===== config.mk =====
export PLATFORM = sky130hd
export DESIGN_NAME = gs_line_sched_flat
export DESIGN_NICKNAME = d
export VERILOG_FILES = /design/src/rtl/gs_line_sched_pkg.sv /design/src/rtl/gs_line_sched_if.sv /design/src/rtl/gs_line_sched_wdog.sv /design/src/rtl/gs_line_sched.sv /design/src/flat_wrapper.sv
export SDC_FILE = /design/constraint.sdc
export NUM_CORES = 1
export LEC_CHECK = 0
export CAP_MARGIN = 0
export CORE_ASPECT_RATIO = 1.5
export CORE_MARGIN = 3
export CORE_UTILIZATION = 52
export CTS_CLUSTER_DIAMETER = 60
export DETAILED_ROUTE_END_ITERATION = 12
export GPL_ROUTABILITY_DRIVEN = 1
export HOLD_SLACK_MARGIN = 0.12
export PLACE_DENSITY = 0.83
export SETUP_SLACK_MARGIN = 0.4
export SLEW_MARGIN = 15
export SYNTH_ARGS = -nofsm -noshare
export SYNTH_HDL_FRONTEND = slang
export SYNTH_SLANG_ARGS = --single-unit

===== constraint.sdc =====
create_clock -name i_clk -period 4.2 [get_ports i_clk]
set_input_delay 1.05 -clock i_clk [delete_from_list [all_inputs] [get_ports i_clk]]
set_output_delay 1.05 -clock i_clk [all_outputs]
set_load 0.01 [all_outputs]

===== src/rtl/gs_line_sched_pkg.sv =====
// -----------------------------------------------------------------------------
// gs_line_sched_pkg
// Shared types and constants for the ping-pong line scheduler that feeds the
// 5x5 Gaussian filter.
//   state_t     : scheduler FSM states
//   GS_RAM_LAT  : line RAM read latency (cycles)
//   GS_FILT_LAT : filter pipeline latency (cycles)
//   GS_KERNEL   : filter kernel size
// -----------------------------------------------------------------------------
package gs_line_sched_pkg;

   typedef enum logic [2:0] {
      ST_IDLE  = 3'd0,
      ST_CLR   = 3'd1,
      ST_READ  = 3'd2,
      ST_DRAIN = 3'd3,
      ST_REL   = 3'd4
   } state_t;

   localparam int unsigned GS_RAM_LAT  = 1;
   localparam int unsigned GS_FILT_LAT = 5;
   localparam int unsigned GS_KERNEL   = 5;

endpackage


===== src/rtl/gs_line_sched_if.sv =====
// -----------------------------------------------------------------------------
// gs_line_sched_if
// Bundle between the line scheduler, the upstream line writer, the two line
// RAMs and the Gaussian filter.
//   wr_done0/1         : writer finished filling bank 0/1 (pulse)
//   rel0/1             : bank 0/1 free to be rewritten (pulse)
//   filt_start         : clear pulse to the filter
//   ram0/1_rd_en/addr  : bank read port
//   op_valid_out       : filter output valid
// Modports: slave = scheduler side, master = environment side.
// -----------------------------------------------------------------------------
interface gs_line_sched_if #(
   parameter int unsigned ADDR_W = 8
);
   logic              wr_done0;
   logic              wr_done1;
   logic              op_valid_out;
   logic              filt_start;
   logic              ram0_rd_en;
   logic              ram1_rd_en;
   logic [ADDR_W-1:0] ram0_rd_addr;
   logic [ADDR_W-1:0] ram1_rd_addr;
   logic              rel0;
   logic              rel1;

   modport slave (
      input  wr_done0, wr_done1, op_valid_out,
      output filt_start, ram0_rd_en, ram1_rd_en, ram0_rd_addr, ram1_rd_addr,
             rel0, rel1
   );

   modport master (
      output wr_done0, wr_done1, op_valid_out,
      input  filt_start, ram0_rd_en, ram1_rd_en, ram0_rd_addr, ram1_rd_addr,
             rel0, rel1
   );
endinterface


===== src/rtl/gs_line_sched_wdog.sv =====
// -----------------------------------------------------------------------------
// gs_line_sched_wdog
// DRAIN watchdog: counts cycles while enabled and flags expiry on the
// DRAIN_MAX-th enabled cycle since the last clear.
//   i_clk, i_rst : clock, synchronous active-high reset
//   i_en         : count enable (scheduler is in DRAIN)
//   i_clr        : restart the count (start of a line)
//   o_expire     : high during the enabled cycle that completes DRAIN_MAX
// -----------------------------------------------------------------------------
module gs_line_sched_wdog #(
   parameter int unsigned DRAIN_MAX = 15
) (
   input  logic i_clk,
   input  logic i_rst,
   input  logic i_en,
   input  logic i_clr,
   output logic o_expire
);
   localparam int unsigned CW = $clog2(DRAIN_MAX + 1);

   logic [CW-1:0] r_cnt;

   always_ff @(posedge i_clk) begin
      if (i_rst || i_clr) begin
         r_cnt <= '0;
      end else if (i_en && (r_cnt != CW'(DRAIN_MAX))) begin
         r_cnt <= r_cnt + 1'b1;
      end
   end

   // r_cnt is 0 in the first DRAIN cycle, so DRAIN_MAX-1 marks the last one.
   assign o_expire = i_en && (r_cnt == CW'(DRAIN_MAX - 1));
endmodule


===== src/rtl/gs_line_sched.sv =====
// -----------------------------------------------------------------------------
// gs_line_sched
// Ping-pong line scheduler for the 5x5 Gaussian filter. Serves filled banks in
// strict alternation: clears the filter, reads LINE_LEN pixels from bank cur,
// waits for LINE_LEN filter outputs, then releases the bank to the writer.
// Ports:
//   i_clk, i_rst  : clock, synchronous active-high reset
//   bus (slave)   : writer / RAM / filter signals, see gs_line_sched_if
//   o_busy        : FSM not in IDLE
//   o_line_done   : pulse at the end of each line
//   o_err_ovf     : sticky, wr_done on a bank that was already pending
//   o_err_to      : sticky, DRAIN watchdog expired
// Optional feature: define GS_LINE_SCHED_WDOG_EN to enable the DRAIN watchdog;
// without it o_err_to is constant 0 and DRAIN waits indefinitely.
// -----------------------------------------------------------------------------
module gs_line_sched
   import gs_line_sched_pkg::*;
#(
   parameter int unsigned LINE_LEN  = 256,
   parameter int unsigned ADDR_W    = 8,
   parameter int unsigned DRAIN_MAX = 15
) (
   input  logic                  i_clk,
   input  logic                  i_rst,
   gs_line_sched_if.slave        bus,
   output logic                  o_busy,
   output logic                  o_line_done,
   output logic                  o_err_ovf,
   output logic                  o_err_to
);
   localparam logic [ADDR_W-1:0] LAST_ADDR = ADDR_W'(LINE_LEN - 1);
   localparam logic [ADDR_W:0]   LEN_CNT   = (ADDR_W + 1)'(LINE_LEN);

   state_t            r_state;
   state_t            w_state_next;
   logic [1:0]        r_pend;
   logic              r_cur;
   logic [ADDR_W-1:0] r_addr;
   logic [ADDR_W:0]   r_ocnt;
   logic              r_err_ovf;

   logic              w_in_clr;
   logic              w_in_read;
   logic              w_in_drain;
   logic              w_in_rel;
   logic              w_cnt_done;
   logic              w_wdog_expire;
   logic [1:0]        w_wr_done;
   logic [1:0]        w_rd_en;
   logic [1:0]        w_rel;
   logic [ADDR_W-1:0] w_rd_addr [2];

   assign w_in_clr   = (r_state == ST_CLR);
   assign w_in_read  = (r_state == ST_READ);
   assign w_in_drain = (r_state == ST_DRAIN);
   assign w_in_rel   = (r_state == ST_REL);
   assign w_wr_done  = {bus.wr_done1, bus.wr_done0};

   // Includes this cycle's valid so REL follows the final output directly.
   assign w_cnt_done = (r_ocnt == LEN_CNT) ||
                       (bus.op_valid_out && (r_ocnt == LEN_CNT - 1'b1));

   // ---------------- FSM ----------------
   always_ff @(posedge i_clk) begin
      if (i_rst) begin
         r_state <= ST_IDLE;
      end else begin
         r_state <= w_state_next;
      end
   end

   always_comb begin
      w_state_next = r_state;
      case (r_state)
         ST_IDLE:  if (r_pend[r_cur]) w_state_next = ST_CLR;
         ST_CLR:   w_state_next = ST_READ;
         ST_READ:  if (r_addr == LAST_ADDR) w_state_next = ST_DRAIN;
         ST_DRAIN: if (w_cnt_done || w_wdog_expire) w_state_next = ST_REL;
         ST_REL:   w_state_next = ST_IDLE;
         default:  w_state_next = ST_IDLE;
      endcase
   end

   // ---------------- Bank bookkeeping and counters ----------------
   always_ff @(posedge i_clk) begin
      if (i_rst) begin
         r_pend    <= '0;
         r_cur     <= 1'b0;
         r_addr    <= '0;
         r_ocnt    <= '0;
         r_err_ovf <= 1'b0;
      end else begin
         // Set wins over release in the same cycle.
         r_pend <= w_wr_done | (r_pend & ~w_rel);
         if (|(w_wr_done & r_pend)) r_err_ovf <= 1'b1;
         if (w_in_rel) r_cur <= ~r_cur;

         if (w_in_clr) begin
            r_addr <= '0;
         end else if (w_in_read) begin
            r_addr <= r_addr + 1'b1;
         end

         if (w_in_clr) begin
            r_ocnt <= '0;
         end else if ((w_in_read || w_in_drain) && bus.op_valid_out &&
                      (r_ocnt != LEN_CNT)) begin
            r_ocnt <= r_ocnt + 1'b1;
         end
      end
   end

   // ---------------- Per-bank outputs ----------------
   genvar gi;
   generate
      for (gi = 0; gi < 2; gi++) begin : g_bank
         assign w_rd_en[gi]   = w_in_read && (r_cur == 1'(gi));
         assign w_rel[gi]     = w_in_rel  && (r_cur == 1'(gi));
         assign w_rd_addr[gi] = w_rd_en[gi] ? r_addr : '0;
      end
   endgenerate

   assign bus.filt_start   = w_in_clr;
   assign bus.ram0_rd_en   = w_rd_en[0];
   assign bus.ram1_rd_en   = w_rd_en[1];
   assign bus.ram0_rd_addr = w_rd_addr[0];
   assign bus.ram1_rd_addr = w_rd_addr[1];
   assign bus.rel0         = w_rel[0];
   assign bus.rel1         = w_rel[1];

   assign o_busy      = (r_state != ST_IDLE);
   assign o_line_done = w_in_rel;
   assign o_err_ovf   = r_err_ovf;

   // ---------------- Optional DRAIN watchdog ----------------
`ifdef GS_LINE_SCHED_WDOG_EN
   logic r_err_to;

   gs_line_sched_wdog #(
      .DRAIN_MAX (DRAIN_MAX)
   ) u_wdog (
      .i_clk    (i_clk),
      .i_rst    (i_rst),
      .i_en     (w_in_drain),
      .i_clr    (w_in_clr),
      .o_expire (w_wdog_expire)
   );

   always_ff @(posedge i_clk) begin
      if (i_rst) begin
         r_err_to <= 1'b0;
      end else if (w_in_drain && w_wdog_expire && !w_cnt_done) begin
         r_err_to <= 1'b1;
      end
   end

   assign o_err_to = r_err_to;
`else
   assign w_wdog_expire = 1'b0;
   assign o_err_to      = 1'b0;
`endif

endmodule


===== src/flat_wrapper.sv =====
// flat-port wrapper written by rule: the top's interface ports become plain ports
module gs_line_sched_flat import gs_line_sched_pkg::*;
#(
   parameter int unsigned LINE_LEN  = 256,
   parameter int unsigned ADDR_W    = 8,
   parameter int unsigned DRAIN_MAX = 15
)
  (i_clk, i_rst, o_busy, o_line_done, o_err_ovf, o_err_to, bus_wr_done0, bus_wr_done1, bus_op_valid_out, bus_filt_start, bus_ram0_rd_en, bus_ram1_rd_en, bus_ram0_rd_addr, bus_ram1_rd_addr, bus_rel0, bus_rel1);
  gs_line_sched_if #(.ADDR_W(ADDR_W)) bus_i ();
  input  logic i_clk;
  input  logic i_rst;
  output logic o_busy;
  output logic o_line_done;
  output logic o_err_ovf;
  output logic o_err_to;
  input wire logic [$bits(bus_i.wr_done0)-1:0] bus_wr_done0;
  input wire logic [$bits(bus_i.wr_done1)-1:0] bus_wr_done1;
  input wire logic [$bits(bus_i.op_valid_out)-1:0] bus_op_valid_out;
  output wire logic [$bits(bus_i.filt_start)-1:0] bus_filt_start;
  output wire logic [$bits(bus_i.ram0_rd_en)-1:0] bus_ram0_rd_en;
  output wire logic [$bits(bus_i.ram1_rd_en)-1:0] bus_ram1_rd_en;
  output wire logic [$bits(bus_i.ram0_rd_addr)-1:0] bus_ram0_rd_addr;
  output wire logic [$bits(bus_i.ram1_rd_addr)-1:0] bus_ram1_rd_addr;
  output wire logic [$bits(bus_i.rel0)-1:0] bus_rel0;
  output wire logic [$bits(bus_i.rel1)-1:0] bus_rel1;
  assign bus_i.wr_done0 = bus_wr_done0;
  assign bus_i.wr_done1 = bus_wr_done1;
  assign bus_i.op_valid_out = bus_op_valid_out;
  assign bus_filt_start = bus_i.filt_start;
  assign bus_ram0_rd_en = bus_i.ram0_rd_en;
  assign bus_ram1_rd_en = bus_i.ram1_rd_en;
  assign bus_ram0_rd_addr = bus_i.ram0_rd_addr;
  assign bus_ram1_rd_addr = bus_i.ram1_rd_addr;
  assign bus_rel0 = bus_i.rel0;
  assign bus_rel1 = bus_i.rel1;
  gs_line_sched #(.LINE_LEN(LINE_LEN), .ADDR_W(ADDR_W), .DRAIN_MAX(DRAIN_MAX)) u_core (.i_clk(i_clk), .i_rst(i_rst), .bus(bus_i), .o_busy(o_busy), .o_line_done(o_line_done), .o_err_ovf(o_err_ovf), .o_err_to(o_err_to));
endmodule

==> flow_summary.json <==
{
  "yosysSeqAreaShare": 0.382,
  "synth_area_sq_um": 1260,
  "hp-class": "flop to flop",
  "grt_pass1_wl_mm": 4.84,
  "ys.flop_type": "dfxtp_1",
  "syn_nets": 160,
  "rsz0062_at_grt": "no",
  "ctsHoldBuffers": 0,
  "synth_mux_area_frac": 0.0249,
  "vias_per_cell": 5.76,
  "drive_above_1_share": 0.0455,
  "grt_max_degree": 21,
  "wl_per_cell_microns": 13.9,
  "antenna_found_initial": 0,
  "skew_ns": 0.00123,
  "regToRegStartpoint": "u_core.r_ocnt[0]$_SDFFE_PP0P_",
  "dieArea_sq_um": 3050,
  "grt_pass1_vias": 1142,
  "arrival_ns": 2.29,
  "timing.final.crit_share": 0.795,
  "via_count": 1146,
  "hold_viol": 0,
  "switching_share": 0.280,
  "leakagePower_nw": 0.602,
  "cp-start-kind": "flop",
  "hpwl_mm": 2.14,
  "path_class": "flop to output port",
  "power_frac_seq": 0.577,
  "synthAdderAreaFrac": 0.0398,
  "relSlewSlack": 0.559,
  "fin_area_sq_um": 1570,
  "p_sw_w": 0.000121,
  "cts.sinks": 24,
  "tightest_slew_ns": 0.658,
  "grt-ovfl-total": 0,
  "finalSetupTns_ns": 0,
  "final_nets": 187,
  "post-cts-setup-buffers": 0,
  "cts_tree": "yes",
  "die_x_microns": 46.1,
  "cts-root-buf": "clkbuf_4",
  "wirelength_mm": 2.77,
  "die_y_microns": 66.2,
  "finalSetupViolations": 0,
  "top_level_ports": 30,
  "synth_top_family_by_area": "simple AND/OR/NAND/NOR gates",
  "fin_crit_ns": 3.34,
  "r2r-end": "u_core.r_ocnt[1]$_SDFFE_PP0P_",
  "place_congestion": 0.814,
  "hp-start": "u_core.o_err_ovf$_SDFFE_PP0P_",
  "synthXorXnorAreaFrac": 0.0767,
  "p_comb_frac": 0.202,
  "rrSetupSlack_ns": 2.41,
  "ir_drop_uv": 185,
  "netlist_instances": 151,
  "clock_latency_ns": 0.30,
  "crit_path_end_kind": "output port",
  "yosys_warnings": 0,
  "start_util": 0.556,
  "synth_compound_area_frac": 0.0986,
  "cp_max_fo": 20,
  "worstPathRequired_ns": 3.15,
  "holdPathEnd": "u_core.o_err_ovf$_SDFFE_PP0P_",
  "diodes": 0,
  "yosysUniqueCellTypes": 36,
  "drv_cap": 0,
  "avgSynthCellArea_sq_um": 8.32,
  "synth-seq-cells": 24,
  "ant_nets": 0,
  "reg2regPathDepth": 6,
  "path_clk_slew_ns": 0.12,
  "clkPwrFrac": 0.221,
  "synth_edf_count": 0,
  "cts_buffers": 3,
  "worstHoldPathCells": 2,
  "core_area_sq_um": 2260,
  "timing.fmax_ghz": 0.299,
  "drtPass1Iterations": 4,
  "status": "complete, no violations",
  "drcViolationCount": 0,
  "cts_resized": 0,
  "powerDensity_nw_per_um2": 275,
  "async_flop_share": 0,
  "layout-area-overhead-vs-synth_pct": 24.7,
  "rows": 21,
  "track_usage": 0.210,
  "maxSlewViolCount": 0,
  "htree_levels": 1,
  "drt_iter0_drc": 18,
  "clk_path_buf_depth": 2,
  "internal-power_w": 0.000310,
  "place_area_sq_um": 1540,
  "port_buffers": 28,
  "synthSimpleGateAreaFrac": 0.321
}
## final cells by class
type | instances | area [sq um]
multi-input combinational | 111 | 713
fill | 193 | 693
sequential | 24 | 480
timing repair buffer | 29 | 288
inverter | 9 | 33.8
tap | 23 | 28.8
clock buffer | 3 | 22.5
## sequential cells by signal, summed over array words and instances, names as in the netlist
name / cells
u_core.r_pend: 2
u_core.o_err_ovf: 1
u_core.r_addr: 8
u_core.r_ocnt: 9
u_core.r_cur: 1
u_core.r_state: 3
## how the worst max path moves through the flow
stage / cells past startpoint / endpoint / slack [ns] / from
finish: 5 / bus_ram0_rd_addr[3] / 0.86 / u_core.r_state[1]$_SDFFE_PP0P_
detailed placement: 5 / bus_ram0_rd_addr[2] / 1.21 / u_core.r_state[1]$_SDFFE_PP0P_
global placement: 5 / bus_ram0_rd_addr[6] / 1.31 / u_core.r_state[1]$_SDFFE_PP0P_
floorplan: 5 / bus_ram0_rd_addr[1] / 1.90 / u_core.r_state[1]$_SDFFE_PP0P_
global route: 5 / bus_ram0_rd_addr[0] / 0.70 / u_core.r_state[1]$_SDFFE_PP0P_
CTS: 5 / bus_ram0_rd_addr[2] / 0.86 / u_core.r_state[1]$_SDFFE_PP0P_
## metrics by stage
stage               total power (W)  utilization  setup slack [ns]  instances  hold WS (ns)
detailed placement         0.000340        0.683              1.21        196         0.487
CTS                        0.000434        0.693             0.863        199         0.511
finish                     0.000430        0.693             0.859        199         0.502
global placement           0.000336        0.683              1.31        196         0.472
floorplan                  0.000308            -              1.90        151         0.465
global route               0.000457        0.693             0.704        199         0.554
## power by group through the flow
stage                     Combinational (W)  Sequential [W]   Clock, W
after detailed placement          0.0000868        0.000254          0
after global routing              0.0000972        0.000250   0.000110
after floorplan                   0.0000574        0.000251          0
after global placement            0.0000836        0.000253          0
after CTS                         0.0000874        0.000248  0.0000984
final                             0.0000867        0.000248  0.0000952
## per-layer routing
layer  up-vias  track usage  wire, microns
li1        575            -              -
met1       539        0.245           1140
met2        26        0.364           1470
met3         6       0.0381            105
met4         0       0.0747             48
met5         -            0              0
## cell usage in the layout, fill, tap and decap left out, drive strengths merged
master         synthesis  layout
a21oi                  9       9
and4                   2       2
and3                   9       9
nand4                  5       5
clkbuf                 3       3
or2                    2       2
and2                   9       9
nor3b                  2       2
or4                    3       3
a211oi                 3       3
nor4                   2       2
clkdlybuf4s50          0      28
a21o                   1       1
o221ai                 1       1
nand2                  6       6
nor2b                  1       1
nor3                   3       3
nor2                  21      21
o31ai                  3       3
dfxtp                 24      24
conb                   1       1
a221oi                 1       1
nand2b                 3       3
mux2                   1       1
buf                    4       1
or3                    1       1
a211o                  1       1
mux2i                  2       2
nor4bb                 1       1
xor2                   6       6
inv                    9       9
xnor2                  5       5
nand3                  3       3
ha                     4       4
## critical path: stages (launching register included)
cell and delay (ns):
dfxtp_1 0.42, nor3b_2 0.19, buf_4 0.24, nor2b_1 0.41, and2_1 0.20, clkdlybuf4s50_1 0.53
## synth_stat cells, types with 4 or more instances
cell	n	area share
inv_1	9	0.027
a21oi_1	9	0.036
nor2_1	21	0.063
and2_1	9	0.045
nand4_1	4	0.020
nand2_1	6	0.018
and3_1	9	0.045
dfxtp_1	24	0.38
xor2_1	6	0.042
xnor2_1	5	0.035
ha_1	4	0.040
## cells by family (layout without fill, tap and decap cells)
logic type      count (synthesis)  in the layout
simple gates                   73             73
flops                          24             24
compound gates                 19             19
buf+inv                        16             41
xor+xnor                       11             11
fa+ha+maj                       4              4
mux                             3              3
other cells                     1              1
Note: power is estimated with default switching activity, not from simulation.
